--- config.mk ---
export PLATFORM = sky130hd
export DESIGN_NAME = pipe_hazard_ctrl
export DESIGN_NICKNAME = d
export VERILOG_FILES = /design/src/rtl/pipe_hazard_pkg.sv /design/src/rtl/hz_scoreboard.sv /design/src/rtl/pipe_hazard_ctrl.sv
export SDC_FILE = /design/constraint.sdc
export NUM_CORES = 1
export LEC_CHECK = 0
export CAP_MARGIN = 20
export CORE_ASPECT_RATIO = 0.75
export CORE_UTILIZATION = 35
export DETAILED_ROUTE_END_ITERATION = 10
export PLACE_DENSITY_LB_ADDON = 0.25
export SETUP_SLACK_MARGIN = 0.02
export SLEW_MARGIN = 0
export SYNTH_ARGS = -nofsm -noshare
export SYNTH_HDL_FRONTEND = slang
export SYNTH_SLANG_ARGS = --single-unit
--- constraint.sdc ---
create_clock -name clk -period 2.86 [get_ports clk]
set_input_delay 0.572 -clock clk [delete_from_list [all_inputs] [get_ports clk]]
set_output_delay 0.572 -clock clk [all_outputs]
set_load 0.005 [all_outputs]
--- src/rtl/pipe_hazard_pkg.sv ---
// pipe_hazard_pkg: shared scoreboard entry type and forwarding-select helpers
// for the pipeline hazard controller.
package pipe_hazard_pkg;

    // Scoreboard address field is sized for the widest register file supported.
    localparam int SB_AW  = 8;
    localparam int FWD_RF = 0;

    typedef struct packed {
        logic             v;
        logic             vf;
        logic [SB_AW-1:0] addr;
        logic             ld;
    } sb_entry_t;

    function automatic int fwd_w(input int nstg);
        return $clog2(nstg + 1);
    endfunction

endpackage

--- src/rtl/hz_scoreboard.sv ---
// hz_scoreboard: NSTG-deep shift register of in-flight register writes.
// Freezes on hold; the entry leaving the last stage is dropped.
module hz_scoreboard
    import pipe_hazard_pkg::*;
#(
    parameter int NSTG = 3
) (
    input  logic                 clk,
    input  logic                 rst,
    input  logic                 hold,
    input  sb_entry_t            ins,
    output sb_entry_t [NSTG-1:0] e
);

    always_ff @(posedge clk or negedge rst) begin
        if (!rst) begin
            e <= '0;
        end else if (!hold) begin
            e[0] <= ins;
            for (int k = 1; k < NSTG; k++) e[k] <= e[k-1];
        end
    end

endmodule

--- src/rtl/pipe_hazard_ctrl.sv ---
// pipe_hazard_ctrl: load-use stall, operand forwarding, bubble and jump-flush
// control for the 5-stage pipeline, driven from a scoreboard of in-flight writes.
module pipe_hazard_ctrl
    import pipe_hazard_pkg::*;
#(
    parameter int REG_AW   = 4,
    parameter int NSTG     = 3,
    parameter int LOAD_LAT = 1,
    parameter int ZERO_REG = 1,
    parameter int CNT_W    = 16
) (
    input  logic                     clk,
    input  logic                     rst,
    input  logic                     id_valid,
    input  logic [REG_AW-1:0]        id_src1,
    input  logic                     id_src1_vf,
    input  logic                     id_src1_used,
    input  logic [REG_AW-1:0]        id_src2,
    input  logic                     id_src2_vf,
    input  logic                     id_src2_used,
    input  logic [REG_AW-1:0]        id_dst,
    input  logic                     id_dst_vf,
    input  logic                     id_wreg,
    input  logic                     id_rmem,
    input  logic                     jmp_taken,
    input  logic                     ext_hold,
    output logic                     stall,
    output logic                     bubble,
    output logic                     flush,
    output logic [fwd_w(NSTG)-1:0]   fwd_sel1,
    output logic [fwd_w(NSTG)-1:0]   fwd_sel2,
    output logic [CNT_W-1:0]         stall_cnt,
    output logic [CNT_W-1:0]         flush_cnt
);

    localparam int FW = fwd_w(NSTG);

    sb_entry_t [NSTG-1:0] e;
    sb_entry_t            ins;
    logic [NSTG-1:0]      m1, m2, early;
    logic                 hazard;

    function automatic logic hit(input sb_entry_t s, input logic used, input logic vf,
                                 input logic [REG_AW-1:0] a);
        return used && s.v && s.vf == vf && s.addr == SB_AW'(a)
               && !(ZERO_REG != 0 && !vf && a == '0);
    endfunction

    // Scanning oldest to youngest lets the youngest forwardable producer win.
    always_comb begin
        m1       = '0;
        m2       = '0;
        early    = '0;
        fwd_sel1 = FW'(FWD_RF);
        fwd_sel2 = FW'(FWD_RF);
        for (int k = NSTG - 1; k >= 0; k--) begin
            m1[k]    = hit(e[k], id_src1_used, id_src1_vf, id_src1);
            m2[k]    = hit(e[k], id_src2_used, id_src2_vf, id_src2);
            early[k] = e[k].ld && k < LOAD_LAT;
            if (m1[k] && !early[k]) fwd_sel1 = FW'(k + 1);
            if (m2[k] && !early[k]) fwd_sel2 = FW'(k + 1);
        end
        hazard = id_valid && |((m1 | m2) & early);
    end

    assign flush  = jmp_taken && !ext_hold;
    assign stall  = hazard && !flush && !ext_hold;
    assign bubble = stall;

    assign ins = '{v: id_valid && id_wreg && !stall && !flush, vf: id_dst_vf,
                   addr: SB_AW'(id_dst), ld: id_rmem};

    hz_scoreboard #(.NSTG(NSTG)) u_sb (
        .clk (clk),
        .rst (rst),
        .hold(ext_hold),
        .ins (ins),
        .e   (e)
    );

    // stall and flush are already gated by ext_hold, so counters freeze with it.
    always_ff @(posedge clk or negedge rst) begin
        if (!rst) begin
            stall_cnt <= '0;
            flush_cnt <= '0;
        end else begin
            if (stall && !(&stall_cnt)) stall_cnt <= stall_cnt + 1'b1;
            if (flush && !(&flush_cnt)) flush_cnt <= flush_cnt + 1'b1;
        end
    end

endmodule

# After elaboration in Yosys (flattened, before gate mapping)
# Cells that the tools add are included.
# W data, S select, Z words.
# totals
register_bits	51
latchBits	0
ramBits	0
mem_bits_ro	0
out_inout_bits	39
word_cells	86
n_memories	0
# op_classes
add_sub_neg	2
multipliers	0
div_mod_pow	0
magnitude_cmp	0
n_eq_ne	12
shifts	0
mux	6
n_bitwise	2
reduce_logical	52
# op_table
cell	n
$logic_and A1 B1 Y1	37
$add A16 B1 Y16 const B	2
$reduce_and A16 Y1	2
$eq A4 B4 Y1	6
$mux W2	6
$logic_not A1 Y1	10
$logic_not A4 Y1	2
$eq A1 B1 Y1	6
$and A3 B1 Y3	1
$or A3 B3 Y3	1
$reduce_or A3 Y1	1

# Depth between registers and ports, before layout
# depth
word_depth	13
depth_mapped	8
mapped_depth_nobuf	6

# By module
# A second synthesis with hierarchy kept.
# unflattened
hier_cells	282
hier_area_um2	3483.3
# by_module_without_submodules
mod	n_inst	cells_each	area_per_inst_um2	seq_area_each_um2
pipe_hazard_ctrl	1	212	2102.0	800.8
hz_scoreboard	1	70	1381.3	825.8

# Least setup slack after synthesis
# Ideal clock, no wire load.
# synth_timing
path_type	input to output
startpoint	input id_src1[0]
endpoint	output stall
arrival_ns	1.817
required_ns	2.288
path_slack_ns	0.471
stages	6
n_path_buf	2
cell_sequence	or4_1 o21ai_2 nand4b_1 a21oi_4 buf_6 buf_4
# synth_via
elab_chain_len	10
elab_cells_between_ends	18
classes_between	3 x eq/ne; 2 x bitwise; 13 x reduce/logical
# synth_lines
item	line_no	rtl
start: declaration	pipe_hazard_ctrl.sv:15	input logic [REG_AW-1:0] id_src1,
$logic_not A4 Y1	pipe_hazard_ctrl.sv:46	&& !(ZERO_REG != 0 && !vf && a == '0);
$logic_and A1 B1 Y1	pipe_hazard_ctrl.sv:46	
$logic_not A1 Y1	pipe_hazard_ctrl.sv:46	
$logic_and A1 B1 Y1	pipe_hazard_ctrl.sv:46	
$or A3 B3 Y3 (*)	pipe_hazard_ctrl.sv:63	hazard = id_valid && |((m1 | m2) & early);
$and A3 B1 Y3 (*)	pipe_hazard_ctrl.sv:63	
$reduce_or A3 Y1 (*)	pipe_hazard_ctrl.sv:63	
$logic_and A1 B1 Y1 (*)	pipe_hazard_ctrl.sv:63	
$logic_and A1 B1 Y1 (*) (2 in a row)	pipe_hazard_ctrl.sv:67	assign stall = hazard && !flush && !ext_hold;
end: declaration	pipe_hazard_ctrl.sv:27	output logic stall,
# Every way passes the cells marked *; elsewhere a longest branch is shown, timed or not.

# Worst setup path in the final report
# layout_timing
startpoint	input id_src1[0]
endpoint	output fwd_sel1[1]
# layout_via
elab_chain_len	7
elab_cells_between_ends	16
classes_between	3 x eq/ne; 3 x mux; 10 x reduce/logical
# layout_lines
item	line_no	rtl
$logic_not A4 Y1	pipe_hazard_ctrl.sv:46	
$logic_and A1 B1 Y1	pipe_hazard_ctrl.sv:46	
$logic_not A1 Y1	pipe_hazard_ctrl.sv:46	
$logic_and A1 B1 Y1	pipe_hazard_ctrl.sv:46	
$mux W2 (2 in a row)	pipe_hazard_ctrl.sv:60	if (m1[k] && !early[k]) fwd_sel1 = FW'(k + 1);
$mux W2 (*)	pipe_hazard_ctrl.sv:60	
end: declaration	pipe_hazard_ctrl.sv:30	output logic [fwd_w(NSTG)-1:0] fwd_sel1,
# Marks and branches as above.

==> summary.md <==
| Metric | Value |
|---|---|
| Result of the run | completed |
| Leakage | 1.59 nW |
| Synth Net Count | 254 |
| Area added between synthesis and finish | 38.5% |
| Die span in y | 77.7 um |
| Setup violations, final | 0 |
| Layout Utilization | between 50% and 60% |
| CP max FO | 2 |
| Arrival time at the worst endpoint | 2210 ps |
| Ranking of synthesized cells by instance count | dfrtp_1 (51), xnor2_1 (33), xor2_1 (24), mux2_2 (19), nand3_1 (16) |
| # rows | 27 |
| Netlist Area Pre-Place | 2670 sq um |
| Wire length per cell | 14.5 um |
| Clock skew after layout | ~6.6 ps |
| Total grt overflow | 0 |
| Sequential fraction of design power | 50.5% |
| Detailed-route via count | 2,017 |
| Clock root buffer | clkbuf_8 |
| Avg Inst Size Synth | 11.7 sq um |
| Clock-pin slew on the worst setup and hold paths | approximately 90 ps |
| Achievable clock frequency | 359 MHz |
| Combinational Power Share | about a fifth |
| Wire length of the first global-routing pass | 10.1 mm |
| Number of global-route vias before repair | 1,945 |
| Data required time at the worst endpoint | 2290 ps |
| Normalized max-slew margin | around 56% |
| Yosys warnings | 0 |
| Die Area | 7990 sq um |
| Share of the cycle needed by the critical path after routing | 97.3% |
| Cell taking the most area after synthesis | dfrtp_1 |
| Number of antenna violations at the first check in global routing | 0 |
| Post-route minimum period | 2780 ps |
| Max H-tree Level | 2 |
| Sequential element share of the synthesized area | 47.8% |
| Start-to-end type of the worst setup path | input pin to output port |
| Floorplan core area | roughly 7400 sq um |
| R2R cell count | 9 |
| Post-placement worst setup slack | -492 ps |
| TritonCTS buffer count | 5 |
| Count of unresolved DRC violations after routing | 0 |
| Routability Congestion | 0.789 |
| Setup repair after global routing missed its margin | yes |
| Biggest area contributors in the synthesized netlist | dfrtp_1 (48%), xnor2_1 (11%), mux2_2 (8.0%) |
| Floorplan die width | between 100 and 150 um |
| First-iteration detailed-routing DRC count | 58 |
| Max-slew violation total from the final report | 0 |
| Antenna cell count | 0 |
| Largest voltage drop on the vdd net | 349 uV |
| Hold crit path type | input pin to asynchronous set/reset pin |
| Routed vias/inst | 4.81 |
| GRT Overall Usage | 16.6% |
| Library cell with the highest instance count after synthesis | dfrtp_1 |
| Wire length after detailed routing | 6.07 mm |
| Worst-Skew Late Latency | 310 ps |
| Initial core utilization | 36.3% |
| Power per Cell Area | 476 nW/um^2 |
| Post-synthesis instance total | around 230 |
| Flop and latch count out of synthesis | 51 |
| Crit end category | output port |
| Total of buffers placed on input and output ports | 62 |
| ANT nets after route | 0 |
| Net total in the final layout | 343 |
| Maximum number of pins on one net before global-route repair | 52 |
| Switching Share | ~27% |
| Relative contribution of the clock network to total power | 29.1% |
| Synth async-reset ratio | 100% |
| Cell internal power dissipation | 1.28 mW |
| Share of final-layout standard cells stronger than drive strength 1 | 23.3% |
| Distinct cell type count after synthesis | 41 |
| Net switching power of the design | 0.482 mW |
| DRT Pass-1 Iters | 4 |
| Max-cap violations | 0 |
| Kind of launch point of the worst setup path | input pin |
| Count of endpoints failing hold in the final timing report | 0 |
| Clock tree from TritonCTS | done |
| Post-synth EDFFs | 0 |
| I/O pin total | 63 |
| Total Power | between 1.5 and 2 mW |
| Least setup slack across all paths after layout | between 70 and 80 ps |
| Synth top area share | 47.8% |
| Clock buffer depth | 2 |
| Pin slew with the least headroom to its limit | 664 ps |
| Flip-flop cell with the highest count after synthesis | dfrtp_1 |
| TritonCTS Sinks | 51 |
| Post-detailed-placement half-perimeter wirelength | 4.35 mm |
==> critical path: stages <==
cell and delay, ps:
dlygate4sd2_1 270, or4_4 530, o21ai_4 160, nand4b_1 160, nor2_1 60, a211oi_1 200, dlygate4sd2_1 260
==> power by group through the flow <==
stage / Clock (mW) / Sequential [mW] / Combinational [mW]
CTS: 0.528 / 0.891 / 0.356
finish: 0.512 / 0.890 / 0.360
floorplan: 0 / 0.886 / 0.175
detailed placement: 0 / 0.904 / 0.353
global route: 0.555 / 0.908 / 0.396
global placement: 0 / 0.906 / 0.352
==> stage by stage <==
step | hold WS [ps] | TNS [ps] | cell area (sq um) | cells
finish | 373 | 0 | 3700 | 419
global route | 418 | 0 | 3700 | 419
global placement | 476 | -2390 | 3540 | 407
CTS | 398 | 0 | 3690 | 419
floorplan | 276 | 0 | 2670 | 228
detailed placement | 484 | -2490 | 3540 | 407
==> path summary, 6_finish.rpt <==
path,startpoint,endpoint,slack (ps)
max in group asynchronous,rst,stall_cnt[6]$_DFFE_PN0P_,2050
worst min-delay path,rst,u_sb.e[4]$_DFFE_PN0N_,370
worst max register to register,u_sb.e[2]$_DFFE_PN0N_,stall_cnt[1]$_DFFE_PN0P_,440
worst min register to register,stall_cnt[5]$_DFFE_PN0P_,stall_cnt[5]$_DFFE_PN0P_,490
min in group clk,stall_cnt[5]$_DFFE_PN0P_,stall_cnt[5]$_DFFE_PN0P_,490
worst max-delay path,id_src1[0],fwd_sel1[1],80
==> state kept, by name (all words and copies together) (netlist names) <==
name       flops
u_sb.e        19
flush_cnt     16
stall_cnt     16
==> area by class of cell <==
class	count	area, sq um
well taps	101	126
clock buffers	5	68.8
multi-input cells	171	1400
flip-flops and latches	51	1280
repair buffers	88	787
fillers	697	3660
clock inverters	3	43.8
==> layout by cell type, fill, tap and decap left out, types with 2 or more instances in the layout <==
cell and count:
a31oi_1 3, a41oi_1 2, and2_1 6, and3_1 6, and4_1 4, buf_2 3, buf_4 22, buf_6 4
clkbuf_2 3, clkbuf_8 5, clkdlybuf4s50_1 45, dfrtp_1 51, dlygate4sd2_1 11, ha_1 2, mux2_2 19, nand2_1 12
nand3_1 16, nand3b_1 2, nand4_1 9, nor2_1 2, nor2b_1 2, nor4_2 4, o21ai_4 2, or3_1 2
or4_4 2, xnor2_1 33, xor2_1 24
==> routing by layer <==
layer / vias to the layer above / routed length (um) / track usage [%] / share of wire (%)
met2: 44 / 2580 / 23.1 / 43
li1: 987 / - / - / -
met4: 0 / 50 / 3.38 / 0.82
met3: 5 / 297 / 4.59 / 4.9
met1: 981 / 3140 / 25.5 / 52
met5: - / 0 / 0 / 0
==> kinds of logic (layout without fill, tap and decap cells) <==
family	Yosys count	count (layout)	share of synthesized area [%]
simple gates	77	77	17.5
mux	20	20	8.57
xor+xnor	57	57	18.7
flops	51	51	47.8
buf+inv	6	96	1.59
fa+ha+maj	2	2	0.936
compound gates	15	15	5.01
==> repair_timing <==
| action | CTS | global route |
|---|---|---|
| pin swaps | 10 | 4 |
| hold buffers | 0 | 0 |
| buffers inserted | 4 | 0 |
| cloned | 0 | 0 |
| resized for setup | 32 | 9 |
| endpoints found under the setup margin | 6 | 5 |
(Power assumes the default switching activity.)
